File: src/rtl/ps2_pkg.sv
// Shared types and constants for the PS/2 receiver: FSM states, err bit
// positions, frame length and the odd-parity check.
package ps2_pkg;

    typedef enum logic {
        IDLE = 1'b0,
        RECV = 1'b1
    } state_e;

    localparam int ERR_PAR    = 0;
    localparam int ERR_FRM    = 1;
    localparam int ERR_TMO    = 2;
    localparam int FRAME_BITS = 11;

    // Odd parity: the data bits together with the parity bit hold an odd number of ones.
    function automatic logic parity_ok(input logic [7:0] byte_in, input logic par);
        return ^{par, byte_in};
    endfunction

endpackage

File: src/rtl/ps2_sync_edge.sv
// Pin synchronisers for ps2_clk/ps2_data and the one-cycle strobe that marks
// a synchronised falling edge of ps2_clk.
module ps2_sync_edge #(
    parameter int SYNC_STAGES = 2
) (
    input  logic clk,
    input  logic clrn,
    input  logic ps2_clk,
    input  logic ps2_data,
    output logic data_s,
    output logic sample
);

    logic [SYNC_STAGES-1:0] clk_sync_q, clk_sync_d;
    logic [SYNC_STAGES-1:0] data_sync_q, data_sync_d;
    logic                   clk_prev_q, clk_prev_d;

    always_comb begin
        clk_sync_d  = {clk_sync_q[SYNC_STAGES-2:0], ps2_clk};
        data_sync_d = {data_sync_q[SYNC_STAGES-2:0], ps2_data};
        clk_prev_d  = clk_sync_q[SYNC_STAGES-1];
    end

    // Everything resets to 1 so an idle bus never produces a spurious edge.
    // NOTE: state is updated with <= so every flop samples the pre-edge values.
    always_ff @(posedge clk or negedge clrn) begin
        if (!clrn) begin
            clk_sync_q  <= '1;
            data_sync_q <= '1;
            clk_prev_q  <= 1'b1;
        end else begin
            clk_sync_q  <= clk_sync_d;
            data_sync_q <= data_sync_d;
            clk_prev_q  <= clk_prev_d;
        end
    end

    assign data_s = data_sync_q[SYNC_STAGES-1];
    assign sample = clk_prev_q & ~clk_sync_q[SYNC_STAGES-1];

endmodule

File: src/rtl/ps2_rx_fifo.sv
// PS/2 device-to-host receiver: deframes 11-bit frames, checks start/stop and
// odd parity, watches for stalled frames and queues good bytes in a FIFO.
module ps2_rx_fifo
    import ps2_pkg::*;
#(
    parameter int DEPTH          = 8,
    parameter int SYNC_STAGES    = 2,
    parameter int TIMEOUT_CYCLES = 50000
) (
    input  logic                       clk,
    input  logic                       clrn,
    input  logic                       ps2_clk,
    input  logic                       ps2_data,
    input  logic                       rdn,
    input  logic                       err_clr,
    output logic [7:0]                 data,
    output logic                       ready,
    output logic                       overflow,
    output logic [2:0]                 err,
    output logic [$clog2(DEPTH+1)-1:0] level,
    output logic                       busy
);

    localparam int AW = $clog2(DEPTH);
    localparam int LW = $clog2(DEPTH+1);
    localparam int TW = $clog2(TIMEOUT_CYCLES+1);

    logic data_s, sample;

    ps2_sync_edge #(
        .SYNC_STAGES(SYNC_STAGES)
    ) u_sync (
        .clk     (clk),
        .clrn    (clrn),
        .ps2_clk (ps2_clk),
        .ps2_data(ps2_data),
        .data_s  (data_s),
        .sample  (sample)
    );

    state_e                  state_q, state_d;
    logic [3:0]              bit_cnt_q, bit_cnt_d;
    logic [FRAME_BITS-3:0]   shift_q, shift_d;
    logic [TW-1:0]           tmo_q, tmo_d;
    logic [2:0]              err_q, err_d, err_set;
    logic                    overflow_q, overflow_d;
    logic [AW-1:0]           wr_ptr_q, wr_ptr_d, rd_ptr_q, rd_ptr_d;
    logic [LW-1:0]           level_q, level_d;
    logic [7:0]              mem_q [DEPTH];
    logic                    push_req, push, pop, full, ovf_set;
    logic [7:0]              push_byte;

    // Deframer. shift_q keeps data and parity; the stop bit is judged as it
    // arrives, so the byte is pushed on the very edge that registers it.
    // NOTE: every output of this block gets a default first so no latch is inferred.
    always_comb begin
        state_d   = state_q;
        bit_cnt_d = bit_cnt_q;
        shift_d   = shift_q;
        tmo_d     = '0;
        err_set   = '0;
        push_req  = 1'b0;
        push_byte = shift_q[7:0];
        case (state_q)
            IDLE: begin
                if (sample && !data_s) begin
                    state_d   = RECV;
                    bit_cnt_d = 4'd1;
                end
            end
            RECV: begin
                if (sample) begin
                    if (bit_cnt_q == 4'(FRAME_BITS-1)) begin
                        state_d = IDLE;
                        if (!data_s)
                            err_set[ERR_FRM] = 1'b1;
                        else if (!parity_ok(shift_q[7:0], shift_q[8]))
                            err_set[ERR_PAR] = 1'b1;
                        else
                            push_req = 1'b1;
                    end else begin
                        shift_d   = {data_s, shift_q[FRAME_BITS-3:1]};
                        bit_cnt_d = bit_cnt_q + 4'd1;
                    end
                end else if (tmo_q == TW'(TIMEOUT_CYCLES)) begin
                    err_set[ERR_TMO] = 1'b1;
                    state_d          = IDLE;
                end else begin
                    tmo_d = tmo_q + TW'(1);
                end
            end
            default: state_d = IDLE;
        endcase
    end

    // FIFO control. A pop frees the slot a same-cycle push into a full FIFO needs.
    always_comb begin
        pop        = !rdn && (level_q != '0);
        full       = (level_q == LW'(DEPTH));
        push       = push_req && (!full || pop);
        ovf_set    = push_req && full && !pop;
        wr_ptr_d   = push ? wr_ptr_q + AW'(1) : wr_ptr_q;
        rd_ptr_d   = pop  ? rd_ptr_q + AW'(1) : rd_ptr_q;
        level_d    = level_q;
        if (push && !pop)
            level_d = level_q + LW'(1);
        else if (pop && !push)
            level_d = level_q - LW'(1);
        overflow_d = ovf_set | (overflow_q & !pop);
        err_d      = err_set | (err_q & ~{3{err_clr}});
    end

    always_ff @(posedge clk or negedge clrn) begin
        if (!clrn) begin
            state_q    <= IDLE;
            bit_cnt_q  <= '0;
            shift_q    <= '0;
            tmo_q      <= '0;
            err_q      <= '0;
            overflow_q <= 1'b0;
            wr_ptr_q   <= '0;
            rd_ptr_q   <= '0;
            level_q    <= '0;
        end else begin
            state_q    <= state_d;
            bit_cnt_q  <= bit_cnt_d;
            shift_q    <= shift_d;
            tmo_q      <= tmo_d;
            err_q      <= err_d;
            overflow_q <= overflow_d;
            wr_ptr_q   <= wr_ptr_d;
            rd_ptr_q   <= rd_ptr_d;
            level_q    <= level_d;
        end
    end

    // NOTE: storage has no reset; level_q alone decides which entries are valid.
    always_ff @(posedge clk) begin
        if (push)
            mem_q[wr_ptr_q] <= push_byte;
    end

    assign data     = mem_q[rd_ptr_q];
    assign ready    = (level_q != '0);
    assign level    = level_q;
    assign overflow = overflow_q;
    assign err      = err_q;
    assign busy     = (state_q == RECV);

endmodule

File: config.mk
export PLATFORM = sky130hd
export DESIGN_NAME = ps2_rx_fifo
export DESIGN_NICKNAME = d
export VERILOG_FILES = /design/src/rtl/ps2_pkg.sv /design/src/rtl/ps2_sync_edge.sv /design/src/rtl/ps2_rx_fifo.sv
export SDC_FILE = /design/constraint.sdc
export NUM_CORES = 1
export LEC_CHECK = 0
export ABC_AREA = 1
export ABC_CLOCK_PERIOD_IN_PS = 6400
export BUFFER_PORTS_ARGS = -buffer_cell sky130_fd_sc_hd__buf_2
export CAP_MARGIN = 20
export CELL_PAD_IN_SITES_DETAIL_PLACEMENT = 0
export CELL_PAD_IN_SITES_GLOBAL_PLACEMENT = 2
export CORE_MARGIN = 2
export CORE_UTILIZATION = 40
export CTS_BUF_LIST = sky130_fd_sc_hd__clkbuf_16
export DETAILED_ROUTE_END_ITERATION = 8
export MAX_ROUTING_LAYER = met4
export PLACE_DENSITY = 0.77
export RECOVER_POWER = 25
export SLEW_MARGIN = 20
export SYNTH_ARGS = -nofsm -noshare
export SYNTH_HDL_FRONTEND = slang
export SYNTH_SLANG_ARGS = --single-unit
File: constraint.sdc
create_clock -name clk -period 6.4 [get_ports clk]
set_clock_uncertainty 0.1 [all_clocks]
set_input_delay 1.28 -clock clk [delete_from_list [all_inputs] [get_ports clk]]
set_output_delay 1.28 -clock clk [all_outputs]
set_load 0.02 [all_outputs]
; ---- Word level (Yosys, flattened, before mapping)
; Memories as Yosys holds them, arrays and structs flattened.
; Cells that the tools add are included.
[totals]
out_inout_bits = 18
mem_bits_rw = 64
mem_count = 1
elab_cells = 81
reg_bits = 49
[mem_list]
columns = name, depth, width, rd, rd_ports_with_merged_regs, wr, line
row1 = mem_q, 8, 8, 1, 0, 1, ps2_rx_fifo.sv:49  ; logic [7:0] mem_q [DEPTH];
[classes]
addsub = 6
n_bitwise = 9
muxes = 29
n_reduce_logical = 18
n_eq_ne = 6
[ops]
columns = op, n
row1 = 16-bit 2-to-1 mux, 3
row2 = 4-bit 2-to-1 mux, 5
row3 = 16-bit by 1-bit adder with 16-bit output (second input constant), 1
row4 = 16-bit == test (second input constant), 1
row5 = 1-bit 2-to-1 mux, 16
row6 = 9-bit parity, 1
row7 = 4-bit by 1-bit adder with 4-bit output (second input constant), 2
row8 = 4-bit == test (second input constant), 2
row9 = 4-bit case mux with 2 select lines, 1
row10 = 1-bit logical AND, 7
row11 = 3-bit by 1-bit adder with 3-bit output (second input constant), 2
row12 = 2-bit != test (second input constant), 3
row13 = 3-bit AND reduction, 2
row14 = 1-bit logical NOT, 5
row15 = 2-bit 2-to-1 mux, 2
row16 = 4-bit nonzero test, 1
row17 = 4-bit by 1-bit subtractor with 4-bit output (second input constant), 1
row18 = 3-bit bitwise AND, 1
row19 = 3-bit 2-to-1 mux, 1
row20 = 1-bit inverter, 3
row21 = 3-bit inverter, 1
row22 = 3-bit bitwise OR, 1
row23 = 1-bit bitwise AND, 2
row24 = 1-bit case mux with 2 select lines, 1
row25 = other kinds (3), 3

; ---- Longest topological paths before layout
[depth]
ltp_word = 11
mapped_depth = 18

; ---- Modules after synthesis
; A second synthesis with hierarchy kept.
[hier_totals]
cells_unflattened = 494
area_unflattened_um2 = 4997.3
[modules_own_cells]
columns = mod, seq_area_each_um2, area_each_um2, cells_per_inst, instances
row1 = ps2_rx_fifo, 3022.9, 4855.9, 487, 1
row2 = ps2_sync_edge, 131.4, 141.4, 7, 1

; ---- Worst setup path before layout
; No wires, ideal clock.
[synth_path]
kind = input -> register
startpoint = in rdn
endpoint = reg level_q[3] (netlist: level[3])
arrival_time_ns = 2.824
cell_stages = 12
path_buffers = 0
setup_slack_ns = 3.343
required_time_ns = 6.168
path_cell_list = nand4_1 > nand4_1 > inv_1 > ha_1 > inv_1 > ha_1 > a21o_1 > a21oi_1 > nand2_1 > nand2_1 > nor2_1 > xor2_1
[synth_via]
elab_chain_len = 7
elab_cells_between_ends = 10
[synth_lines]
columns = element, line
row1 = from (decl), ps2_rx_fifo.sv:14  ; input logic rdn,
row2 = 1-bit logical NOT (*), ps2_rx_fifo.sv:98  ; pop = !rdn && (level_q != '0);
row3 = 1-bit logical AND (*), ps2_rx_fifo.sv:98
row4 = 1-bit logical OR (*), ps2_rx_fifo.sv:100  ; push = push_req && (!full || pop);
row5 = 1-bit logical AND (*), ps2_rx_fifo.sv:100
row6 = named net push, ps2_rx_fifo.sv:50  ; logic push_req, push, pop, full, ovf_set;
row7 = 1-bit logical NOT, ps2_rx_fifo.sv:107  ; else if (pop && !push)
row8 = 1-bit logical AND, ps2_rx_fifo.sv:107
row9 = 2-bit nonzero test (no line), --
row10 = to (signal assigned), ps2_rx_fifo.sv:133  ; level_q <= level_d;
row11 = to (decl), ps2_rx_fifo.sv:48  ; logic [LW-1:0] level_q, level_d;
; The timed path passes the listed nets; every way through them passes the cells marked *.
; A chain may end at the register's enable or synchronous reset.

; ---- Final worst setup path
[layout_path]
startpoint = reg rd_ptr_q[0]
endpoint = out data[6]
[layout_via]
elab_chain_len = 1
[layout_lines]
columns = element, line
row1 = from (decl), ps2_rx_fifo.sv:47  ; logic [AW-1:0] wr_ptr_q, wr_ptr_d, rd_ptr_q, rd_ptr_d;
row2 = from (signal assigned), ps2_rx_fifo.sv:132  ; rd_ptr_q <= rd_ptr_d;
row3 = memory read 8 x 8 bit, --
row4 = to (decl), ps2_rx_fifo.sv:16  ; output logic [7:0] data,
; Every way passes these cells.

==> results.yml <==
finish:
  multiInputGateArea_mm2: 0.00154
  area_growth_pct: 16.0
  fill_cells: 1126
  regArea_mm2: 0.00315
  drive_gt1_share_pct: 13.0
  nNetsFinal: 535
  fin_cells: 679
  antenna_cells: 0
global_route:
  grt_pass1_wl_um: 16900
  antenna_found_initial: 0
  overflow: 0
  grtUsageTotal_pct: 17.8
  grt_pass1_vias: 3320
  grt_max_degree: 35
clock_tree:
  cts_tree: "done"
  numClockSinks: 113
  htreeDepth: 4
  cts_made_buffers: 17
  clockRootBuffer: "clkbuf_16"
  cts_hold_buffers: 0
  worstSkewPairLatency_ps: 410
  ctsResizeCount: 0
  cts_setup_buffers: 0
  clk_path_buf_depth: 2
  cts.clk_slew.worst_paths_ps: 50
floorplan:
  ioPinCount: 24
  num_rows: 40
  core_mm2: 0.0120
  die_w_um: 115
  dieHeight_um: 115
  start_util_pct: 41.1
  die_area_mm2: 0.0133
route:
  ant_nets: 0
  dr.pass1.iters: 4
  remaining_drc_errors: 0
  vias: 3368
  via_per_inst: 4.96
  wl_per_cell_um: 14.9
  drtIter0Drc: 263
  routed_wl_um: 10100
worst_setup_path:
  r2r-end: "level[3]"
  rr_worst_depth: 16
  cp-end-kind: "output port"
  cp_top_family: "flip-flops"
  r2r_slack_ps: 3530
  slowest_stage: "dfrtp_1"
  crit_end: "data[6]"
  cp-start-kind: "flop"
  cp.depth: 6
  rr_startpoint: "bit_cnt_q[0]"
  cpPeakStageDelay_ps: 1000
  cp_max_fo: 34
  worstPathCellList: "inv_1 -> o21ai_0 -> o22ai_1 -> nor2_1 -> a31oi_1 -> buf_2"
  crit_start: "rd_ptr_q[0]"
  crit_buf_inv: 2
  worstSetupPathType: "reg -> out"
  crit_required_ps: 5020
  worstPathArrival_ps: 2990
sta:
  finalSetupViolations: 0
  whs_ps: 254
  period_minus_slack_ps: 4370
  fmax_ghz: 0.229
  finalCritPeriodShare_pct: 68.3
  final_hold_viol_count: 0
  maxSlewHeadroom_pct: 29.5
  tns_ps: 0
  worst_pin_slew_ps: 1050
  rsz0062_at_grt: "no"
  final_max_slew_viol_count: 0
logic_synthesis:
  synth.largest_area_cell: "edfxtp_1"
  synth_edf_count: 64
  synthCells: 487
  yosys-top-cells-count: "nor2_1, nand2_1, edfxtp_1"
  ys_warn_count: 0
  ys_seq_elements: 113
  yosys.area.top_type_share_pct: 38.9
  synthesis.area_mm2: 0.00494
  syn-num-nets: 503
  ys_seq_area_share_pct: 63.9
  yosysMostFrequentCell: "nor2_1"
  synth_ff_type: "edfxtp_1"
  ys_top_cells_by_area: "edfxtp_1, dfrtp_1, nor2_1, nand2_1, o21ai_0"
  syn-mean-instance-area_um2: 10.1
  ys_async_sr_fraction_pct: 43.4
  synth.distinct_cells: 31
placed_design:
  place_inst: 647
  port_buffers: 23
  dpl.hpwl_um: 6740
  gp_congestion: 0.747
job:
  cap_viol_max_count: 0
worst_hold_path:
  hp-class: "reg -> reg"
outcome:
  status: "finished clean"
power_and_ir_drop:
  p_leak_nw: 2.32
  irDropWorstVdd_mv: 0.161
  powerDensity_mw_per_mm2: 432
## worst reg2reg max path, delay by kind of cell (launching register included)
family	cells	cell delay (ps)
flip-flops	1	390
AND/OR/NAND/NOR	5	610
XOR/XNOR	1	180
AO/OA/AOI/OAI	2	330
adder cells (fa/ha/maj)	3	640
buffers and inverters	5	550
## cells by family (layout without fill, tap and decap cells)
kind of cell / Yosys count / after routing / synth area share [%]
simple gates: 206 / 206 / 17.8
flops: 113 / 113 / 63.9
compound gates: 84 / 84 / 9.19
buf+inv: 66 / 111 / 5.07
fa+ha+maj: 10 / 10 / 2.68
xor+xnor: 8 / 8 / 1.42
## per-stage QoR
stage / setup slack (ps) / area, µm² / utilization (%) / total power [mW]
2_1_floorplan: 3340 / 4940 / - / 1.46
5_1_grt: 1620 / 5730 / 47.7 / 2.65
6_report: 2030 / 5730 / 47.7 / 2.47
3_3_place_gp: 2500 / 5200 / 43.3 / 1.66
3_5_place_dp: 2410 / 5200 / 43.3 / 1.67
4_1_cts: 1960 / 5730 / 47.7 / 2.51
## routing by layer
layer	wire length, µm	part of all wire (%)	track usage [%]
met5	0	0	-
met4	165	1.6	8.43
met3	263	2.6	3.64
met2	4900	48	27.4
met1	4780	47	22.5
## layout make-up
cell class                      count  share of cell area, %
Sequential cell                   113                   55.0
Inverter                           55                   3.60
Tap cell                          147                   3.21
Clock inverter                     15                   1.81
Timing Repair Buffer               24                   2.14
Clock buffer                       17                   7.42
Multi-Input combinational cell    308                   26.8
## flip-flops by register name (all words and copies together) (netlist names)
register,count
rd_ptr_q,3
level,4
busy,1
mem_q,64
u_sync.data_sync_q,2
wr_ptr_q,3
tmo_q,16
shift_q,9
u_sync.clk_sync_q,2
err,3
bit_cnt_q,4
u_sync.clk_prev_q,1
overflow,1
## cell usage in the layout, fill, tap and decap left out, types with 8 or more instances in the layout
| master | n |
|---|---|
| nor2_1 | 94 |
| nand2_1 | 78 |
| edfxtp_1 | 64 |
| inv_1 | 54 |
| o21ai_0 | 50 |
| dfrtp_1 | 44 |
| buf_2 | 23 |
| clkbuf_16 | 17 |
| nand3_1 | 14 |
| a21oi_1 | 13 |
| a31oi_1 | 9 |
| ha_1 | 9 |
| o22ai_1 | 8 |
## worst min path at each step
stage / startpoint / endpoint / slack [ps] / cells after the start
global route: u_sync.data_sync_q[0] / u_sync.data_sync_q[1] / 260 / 0
CTS: u_sync.data_sync_q[0] / u_sync.data_sync_q[1] / 260 / 0
finish: u_sync.data_sync_q[0] / u_sync.data_sync_q[1] / 250 / 0
global placement: u_sync.clk_sync_q[0] / u_sync.clk_sync_q[1] / 250 / 0
detailed placement: u_sync.clk_sync_q[0] / u_sync.clk_sync_q[1] / 250 / 0
floorplan: u_sync.clk_sync_q[0] / u_sync.clk_sync_q[1] / 250 / 0
## where the power goes
| part | internal [mW] | total (mW) | switching (mW) |
|---|---|---|---|
| clock network | 0.520 | 0.832 | 0.312 |
| logic | 0.218 | 0.619 | 0.402 |
| registers | 0.875 | 1.02 | 0.148 |
| total | 1.61 | 2.47 | 0.861 |
Note: power is estimated with default switching activity, not from simulation.
